`src/rtl/fib_pkg.sv`:
```
// Shared types and default widths for the fib_server request/response kernel.
package fib_pkg;

   localparam int unsigned FIB_N_W = 6;
   localparam int unsigned FIB_D_W = 32;

   typedef enum logic [1:0] {
      IDLE = 2'd0,
      RUN  = 2'd1,
      DONE = 2'd2
   } fib_state_t;

   typedef struct packed {
      logic [FIB_N_W-1:0] n;
      logic [FIB_D_W-1:0] a;
      logic [FIB_D_W-1:0] b;
   } fib_req_t;

endpackage

```
`src/rtl/fib_req_fifo.sv`:
```
// Request FIFO for fib_server; push while full is accepted only alongside a pop.
module fib_req_fifo
   import fib_pkg::*;
#(
   parameter int unsigned DEPTH = 4,
   parameter type         T     = fib_req_t,
   localparam int unsigned CNT_W = $clog2(DEPTH) + 1
) (
   input  logic             clk,
   input  logic             rst_n,
   input  logic             push_i,
   input  T                 push_data_i,
   input  logic             pop_i,
   output T                 head_o,
   output logic             full_o,
   output logic             empty_o,
   output logic [CNT_W-1:0] count_o
);

   localparam int unsigned PTR_W = $clog2(DEPTH);

   T                 mem_q [DEPTH];
   logic [PTR_W-1:0] wr_q;
   logic [PTR_W-1:0] rd_q;
   logic [CNT_W-1:0] cnt_q;
   logic             do_push;
   logic             do_pop;

   assign full_o  = (cnt_q == CNT_W'(DEPTH));
   assign empty_o = (cnt_q == '0);
   assign count_o = cnt_q;
   assign head_o  = mem_q[rd_q];

   // Guard against illegal strobes so the pointers can never desynchronise.
   assign do_pop  = pop_i && !empty_o;
   assign do_push = push_i && (!full_o || do_pop);

   always_ff @(posedge clk) begin
      if (!rst_n) begin
         wr_q  <= '0;
         rd_q  <= '0;
         cnt_q <= '0;
      end else begin
         if (do_push) wr_q <= wr_q + PTR_W'(1);
         if (do_pop)  rd_q <= rd_q + PTR_W'(1);
         cnt_q <= cnt_q + CNT_W'(do_push) - CNT_W'(do_pop);
      end
   end

   always_ff @(posedge clk) begin
      if (do_push) mem_q[wr_q] <= push_data_i;
   end

endmodule

```
`src/rtl/fib_server.sv`:
```
// Queued responder evaluating fib(n, a, b) one iteration per cycle, returning
// each result with a w_enable pulse in request order.
module fib_server
   import fib_pkg::*;
#(
   parameter int unsigned N_W   = FIB_N_W,
   parameter int unsigned D_W   = FIB_D_W,
   parameter int unsigned DEPTH = 4
) (
   input  logic           clk,
   input  logic           rst_n,
   input  logic           r_enable,
   input  logic           controlArr,
   input  logic [N_W-1:0] init_n,
   input  logic [D_W-1:0] init_a,
   input  logic [D_W-1:0] init_b,
   output logic           w_enable,
   output logic [D_W-1:0] result,
   output logic           busy,
   output logic           overflow
);

   localparam int unsigned CNT_W = $clog2(DEPTH) + 1;

   typedef struct packed {
      logic [N_W-1:0] n;
      logic [D_W-1:0] a;
      logic [D_W-1:0] b;
   } req_t;

   fib_state_t       state_q, state_d;
   logic [N_W-1:0]   n_q, n_d;
   logic [D_W-1:0]   a_q, a_d;
   logic [D_W-1:0]   b_q, b_d;
   logic [D_W-1:0]   result_q, result_d;
   logic             w_enable_q, w_enable_d;
   logic             busy_q, busy_d;
   logic             overflow_q, overflow_d;

   logic             push;
   logic             pop;
   req_t             push_data;
   req_t             head;
   logic             fifo_full;
   logic             fifo_empty;
   logic [CNT_W-1:0] fifo_count;
   logic [CNT_W-1:0] cnt_nxt;

   assign push_data = '{n: init_n, a: init_a, b: init_b};

   fib_req_fifo #(
      .DEPTH (DEPTH),
      .T     (req_t)
   ) u_fifo (
      .clk         (clk),
      .rst_n       (rst_n),
      .push_i      (push),
      .push_data_i (push_data),
      .pop_i       (pop),
      .head_o      (head),
      .full_o      (fifo_full),
      .empty_o     (fifo_empty),
      .count_o     (fifo_count)
   );

   // Next-state: stall freezes FSM and datapath, and holds w_enable in DONE.
   always_comb begin
      state_d    = state_q;
      n_d        = n_q;
      a_d        = a_q;
      b_d        = b_q;
      result_d   = result_q;
      w_enable_d = controlArr ? w_enable_q : 1'b0;
      pop        = 1'b0;

      if (!controlArr) begin
         case (state_q)
            IDLE: begin
               if (!fifo_empty) begin
                  pop     = 1'b1;
                  n_d     = head.n;
                  a_d     = head.a;
                  b_d     = head.b;
                  state_d = RUN;
               end
            end
            RUN: begin
               if (n_q != '0) begin
                  a_d = a_q + b_q;
                  b_d = a_q;
                  n_d = n_q - N_W'(1);
               end else begin
                  result_d   = b_q;
                  w_enable_d = 1'b1;
                  state_d    = DONE;
               end
            end
            DONE:    state_d = IDLE;
            default: state_d = IDLE;
         endcase
      end

      push       = r_enable && (!fifo_full || pop);
      overflow_d = overflow_q || (r_enable && !push);
      cnt_nxt    = fifo_count + CNT_W'(push) - CNT_W'(pop);
      busy_d     = (state_d != IDLE) || (cnt_nxt != '0);
   end

   always_ff @(posedge clk) begin
      if (!rst_n) begin
         state_q    <= IDLE;
         n_q        <= '0;
         a_q        <= '0;
         b_q        <= '0;
         result_q   <= '0;
         w_enable_q <= 1'b0;
         busy_q     <= 1'b0;
         overflow_q <= 1'b0;
      end else begin
         state_q    <= state_d;
         n_q        <= n_d;
         a_q        <= a_d;
         b_q        <= b_d;
         result_q   <= result_d;
         w_enable_q <= w_enable_d;
         busy_q     <= busy_d;
         overflow_q <= overflow_d;
      end
   end

   assign w_enable = w_enable_q;
   assign result   = result_q;
   assign busy     = busy_q;
   assign overflow = overflow_q;

endmodule
```
`config.mk`:
```
export PLATFORM = sky130hd
export DESIGN_NAME = fib_server
export DESIGN_NICKNAME = d
export VERILOG_FILES = /design/src/rtl/fib_pkg.sv /design/src/rtl/fib_req_fifo.sv /design/src/rtl/fib_server.sv
export SDC_FILE = /design/constraint.sdc
export NUM_CORES = 1
export LEC_CHECK = 0
export ABC_AREA = 0
export CORE_UTILIZATION = 45
export CTS_CLUSTER_SIZE = 8
export DETAILED_ROUTE_END_ITERATION = 16
export GPL_ROUTABILITY_DRIVEN = 0
export PLACE_DENSITY = 0.69
export SETUP_SLACK_MARGIN = 0.1
export SYNTH_ARGS = -nofsm -noshare
export SYNTH_HDL_FRONTEND = slang
export SYNTH_SLANG_ARGS = --single-unit
export TNS_END_PERCENT = 10
```
`constraint.sdc`:
```
create_clock -name clk -period 6.68 [get_ports clk]
set_input_delay 2.004 -clock clk [delete_from_list [all_inputs] [get_ports clk]]
set_output_delay 2.004 -clock clk [all_outputs]
set_load 0.01 [all_outputs]
```
# Word-level counts from Yosys, hierarchy flattened
# Memories as Yosys holds them, arrays and structs flattened. A register that Yosys moved wholly into a read port is not among the register bits.
# Index checks and enable logic that the tools add are counted.
# Widths: inputs -> output; s select.
[totals]
in_bits = 74
output_inout_bits = 35
register_bits = 114
mem_count = 1
mem_bits_rw = 280
[memory_table]
columns = ["memory", "words", "width", "rd", "rd_clocked_by_memory_dff", "wr", "line_no", "rtl"]
rows = [
  ["u_fifo.mem_q", 4, 70, 1, 1, 1, "fib_req_fifo.sv:22", "T mem_q [DEPTH];"],
]
[op_classes]
muxes = 24
reduce_logical = 19
eq_ne = 4
bitwise_logic = 2
addsub = 8
[ops]
columns = ["cell", "n"]
rows = [
  ["$mux 32", 4],
  ["$pmux 32 s2", 2],
  ["$add 32x32->32", 1],
  ["$mux 6", 2],
  ["$pmux 6 s2", 1],
  ["$mux 2", 5],
  ["$mux 1", 9],
  ["$add 3x1->3", 2],
  ["$reduce_bool 6->1", 1],
  ["$sub 3x1->3", 2],
  ["$sub 6x1->6 const B", 1],
  ["$add 2x1->2 const B", 2],
  ["$logic_and 1x1->1", 4],
  ["$logic_or 1x1->1", 4],
  ["$ne 2x2->1 const B", 2],
  ["$pmux 2 s2", 1],
  ["$reduce_and 4->1", 1],
  ["$reduce_bool 2->1", 2],
  ["$eq 3x3->1 const B", 1],
  ["$logic_not 1->1", 3],
  ["$logic_not 3->1", 1],
  ["$reduce_and 3->1", 1],
  ["$reduce_bool 3->1", 1],
  ["$eq 2x1->1 const B", 1],
  ["2 further kinds", 3],
]

# Depth between registers and ports, before layout
[logic_depth]
word_depth = 10
ltp_mapped = 12
ltp_nobuf = 11

# Cells and area by module
# Synthesis repeated with hierarchy kept, for this count alone.
[unflattened]
hier_cells = 1221
area_unflattened_um2 = 16807.4
[modules_own_cells]
columns = ["module", "area_per_inst_um2", "cells_per_inst", "n_inst", "seq_area_each_um2"]
rows = [
  ["fib_req_fifo", 10655.2, 413, 1, 8588.2],
  ["fib_server", 6152.2, 808, 1, 2142.1],
]

# Least setup slack after synthesis
# Ideal clock, no wire load.
[synth_path]
path_kind = "input to register"
startpoint = "input controlArr"
endpoint = "memory u_fifo.mem_q[0][0] in the netlist's numbering (enable)"
cell_stages = 5
setup_ns = 0.436
path_slack_ns = 1.580
n_path_buf = 2
arrival_ns = 4.665
cell_sequence = "clkbuf_1 -> or2_2 -> clkbuf_1 -> a31oi_2 -> and2_1"
[synth_via]
elab_chain_len = 6
elab_cells_between_ends = 8
classes_between = "3 x mux; 5 x reduce/logical"
[synth_rtl]
columns = ["item", "line_no", "rtl"]
rows = [
  ["start: declaration", "fib_server.sv:13", "input logic controlArr,"],
  ["$mux 1 *", "fib_server.sv:76", "if (!controlArr) begin"],
  ["$logic_or 1x1->1 or $logic_and 1x1->1 (tied branches)", "fib_server.sv:103, fib_req_fifo.sv:35", ""],
  ["$logic_and 1x1->1 or $logic_or 1x1->1 (tied branches)", "fib_server.sv:103, fib_req_fifo.sv:36", ""],
  ["$logic_and 1x1->1 *", "fib_req_fifo.sv:36", "assign do_push = push_i && (!full_o || do_pop);"],
  ["$mux 1 *", "fib_req_fifo.sv:51", "if (do_push) mem_q[wr_q] <= push_data_i;"],
  ["$mux 1 (not written as such) *", "fib_req_fifo.sv:51", ""],
  ["end: declaration", "fib_req_fifo.sv:22", ""],
]
# Mark *: on every way between the ends. The rest lies on a longest branch, timed or not.

# Worst setup path in the final report
[layout_path]
startpoint = "input controlArr"
endpoint = "memory u_fifo.mem_q[3][29] in the netlist's numbering (enable)"
# Same word-level chain as after synthesis.

==> results.toml <==
[synth]
postSynthCellCount = 1225
postSynth.asyncResetShare_pct = 0
synth_seq_cells = 396
avgSynthCellArea_sq_um = 13.60
synth_top_flop_cell = "edfxtp_1"
yosysUniqueCellTypes = 64
syn-num-nets = 1343
synth-edff-count = 280
synth_area_sq_um = 16660
synth_warnings = 0
synth_seq_area_share_pct = 64.39

[pwr]
cellLeakagePower_uw = 0.006854
peakVddDrop_v = 0.0002453
power.density_nw_per_um2 = 416.7

[setup_path]
cp_slowest_cell = "and2_4"
cpPeakStageDelay_ns = 0.75
crit_fanout = 47
critPathCaptureType = "register"
start_kind = "input pin"
critical_path_class = "in2reg"
required_ns = 6.94
crit_arrival_ns = 4.68
cp_cell_sequence = "clkdlybuf4s50_1 -> or2_2 -> a31oi_2 -> and2_4 -> buf_4"

[sta]
finalSetupTns_ns = 0
finalHoldViolCount = 0
maxSlewViolCount = 0
rsz0062_at_grt = "no"
period_needed_ns = 4.421
relSlewSlack_pct = 25.37
skew_ns = 0.02326
period_share_pct = 66.18
fmax_mhz = 226.2
tightest_slew_ns = 1.119
setup_viol = 0

[floorplan]
rows = 70
core-area_sq_um = 36520
ios = 109
die_area_sq_um = 37800
die_w_um = 194.4
die_y_um = 194.4
start_util_pct = 45.63

[placement]
portBuffers = 108
dpl_cell_area_sq_um = 18230
hpwl_um = 23510

[global_routing]
grt_max_degree = 90
grt_overflow = 0
grt_pass1_vias = 10240
grt_use_total_pct = 20.18
grt_pass1_wl_um = 58760
antenna_found_initial = 0

[clock_tree]
cts_made_buffers = 55
clk_pin_slew_ns = 0.05
cts_num_sinks = 396
htreeDepth = 2
cts_root_buffer = "clkbuf_16"
cts_setup_buffers = 0
cts_hold_buffers = 0
ctsResizeCount = 0
cts_max_path_buffers = 3
cts_tree = "built"
clk_latency_ns = 0.58

[final_layout]
area_delta_synth_final_pct = 19.08
finalNetCount = 1451
mostFrequentLayoutCell = "edfxtp_1"
fin_area_sq_um = 19840
mostFrequentLayoutCells = "edfxtp_1, nand2_1, dfxtp_1"
drive_gt1_share_pct = 12.63
diodes = 0

[drt]
via_per_inst = 5.631
wl_um = 37410
antenna_left = 0
maxUsedRoutingLayer = "met4"
wl_met2_um = 18090
routed-wl-met3_um = 2098
drc = 0
routedWlPerCell_um = 20.26
wl_met1_um = 16600
firstDrtPassIters = 5
vias = 10400
drtIter0Drc = 696

[worst_hold_path]
hold_path_class = "reg2reg"

[flow_run]
maxCapViolCount = 0

[outcome]
status = "finished clean"
-- worst max-delay path: cells and delay by family --
kind | cells | cell delay (ns)
simple gates | 2 | 1.22
compound gates | 1 | 0.42
buf+inv | 2 | 0.98
-- cell families (layout without fill, tap and decap cells) --
kind of cell | count (synthesis) | count (layout) | synth area share, %
AOI/OAI and AO/OA | 250 | 250 | 10.02
buffers and inverters | 92 | 245 | 2.147
adders and majority gates | 44 | 44 | 3.439
xor gates and xnor gates | 28 | 28 | 1.472
muxes | 75 | 75 | 9.761
and+or+nand+nor | 340 | 340 | 8.770
DFF | 396 | 396 | 64.39
-- area by class of cell --
class / count / area [sq um]
inverters: 17 / 63.81
fillers: 2966 / 16680
clock inverters: 3 / 55.05
multi-input cells: 737 / 5612
repair buffers: 126 / 1229
well taps: 468 / 585.6
clock buffers: 99 / 1563
flip-flops and latches: 396 / 10740
-- registers in the layout (all words and copies together), names as in the netlist, named ones only --
register / flops
a_q: 32
b_q: 32
result: 32
n_q: 6
busy: 1
state_q: 2
u_fifo.count_o: 3
overflow: 1
u_fifo.mem_q: 280
u_fifo.rd_q: 2
u_fifo.wr_q: 2
-- metal layers --
layer  vias to the layer above  track usage, %
met5                         -               0
met4                         0           5.056
met3                        44           3.418
met2                       275           32.87
met1                      5191           28.16
li1                       4885               -
-- final timing paths --
path | start | cells past startpoint | end | slack, ns
hold reg to reg | result[30] | 2 | result[30] | 0.45
hold / removal | result[30] | 2 | result[30] | 0.45
setup / recovery | controlArr | 5 | u_fifo.mem_q[3][29] | 2.26
setup reg to reg | u_fifo.count_o[1] | 6 | u_fifo.mem_q[3][29] | 3.44
-- synthesized netlist by cell type, types with 12 or more instances --
cell type | count | area (sq um)
edfxtp_1 | 280 | 8408
nand2_1 | 185 | 694.4
dfxtp_1 | 116 | 2322
a21oi_1 | 91 | 455.4
nor2_1 | 79 | 296.5
mux4_2 | 70 | 1577
clkbuf_1 | 59 | 221.5
a311oi_1 | 44 | 385.4
ha_1 | 41 | 513.0
o21ai_0 | 37 | 185.2
a21o_1 | 21 | 157.7
nand3_1 | 17 | 85.08
inv_1 | 16 | 60.06
xnor2_1 | 16 | 140.1
xor2_1 | 12 | 105.1
-- power by group --
group	switching [uW]	internal, uW
Clock	997	1570
Combinational	1350	997
Sequential	307	3050
Total	2660	5610
-- per-stage QoR --
step	std cells	total power [uW]	util, %	hold WS, ns	setup WS, ns
after floorplan	1225	5060	-	0.4490	1.580
after global placement	1744	5695	49.90	0.4433	1.743
after detailed placement	1744	5756	49.90	0.4461	1.660
after CTS	1846	8342	54.33	0.4525	2.253
after global routing	1846	8732	54.33	0.4736	2.109
final	1846	8268	54.33	0.4492	2.259
(Power assumes the default switching activity.)
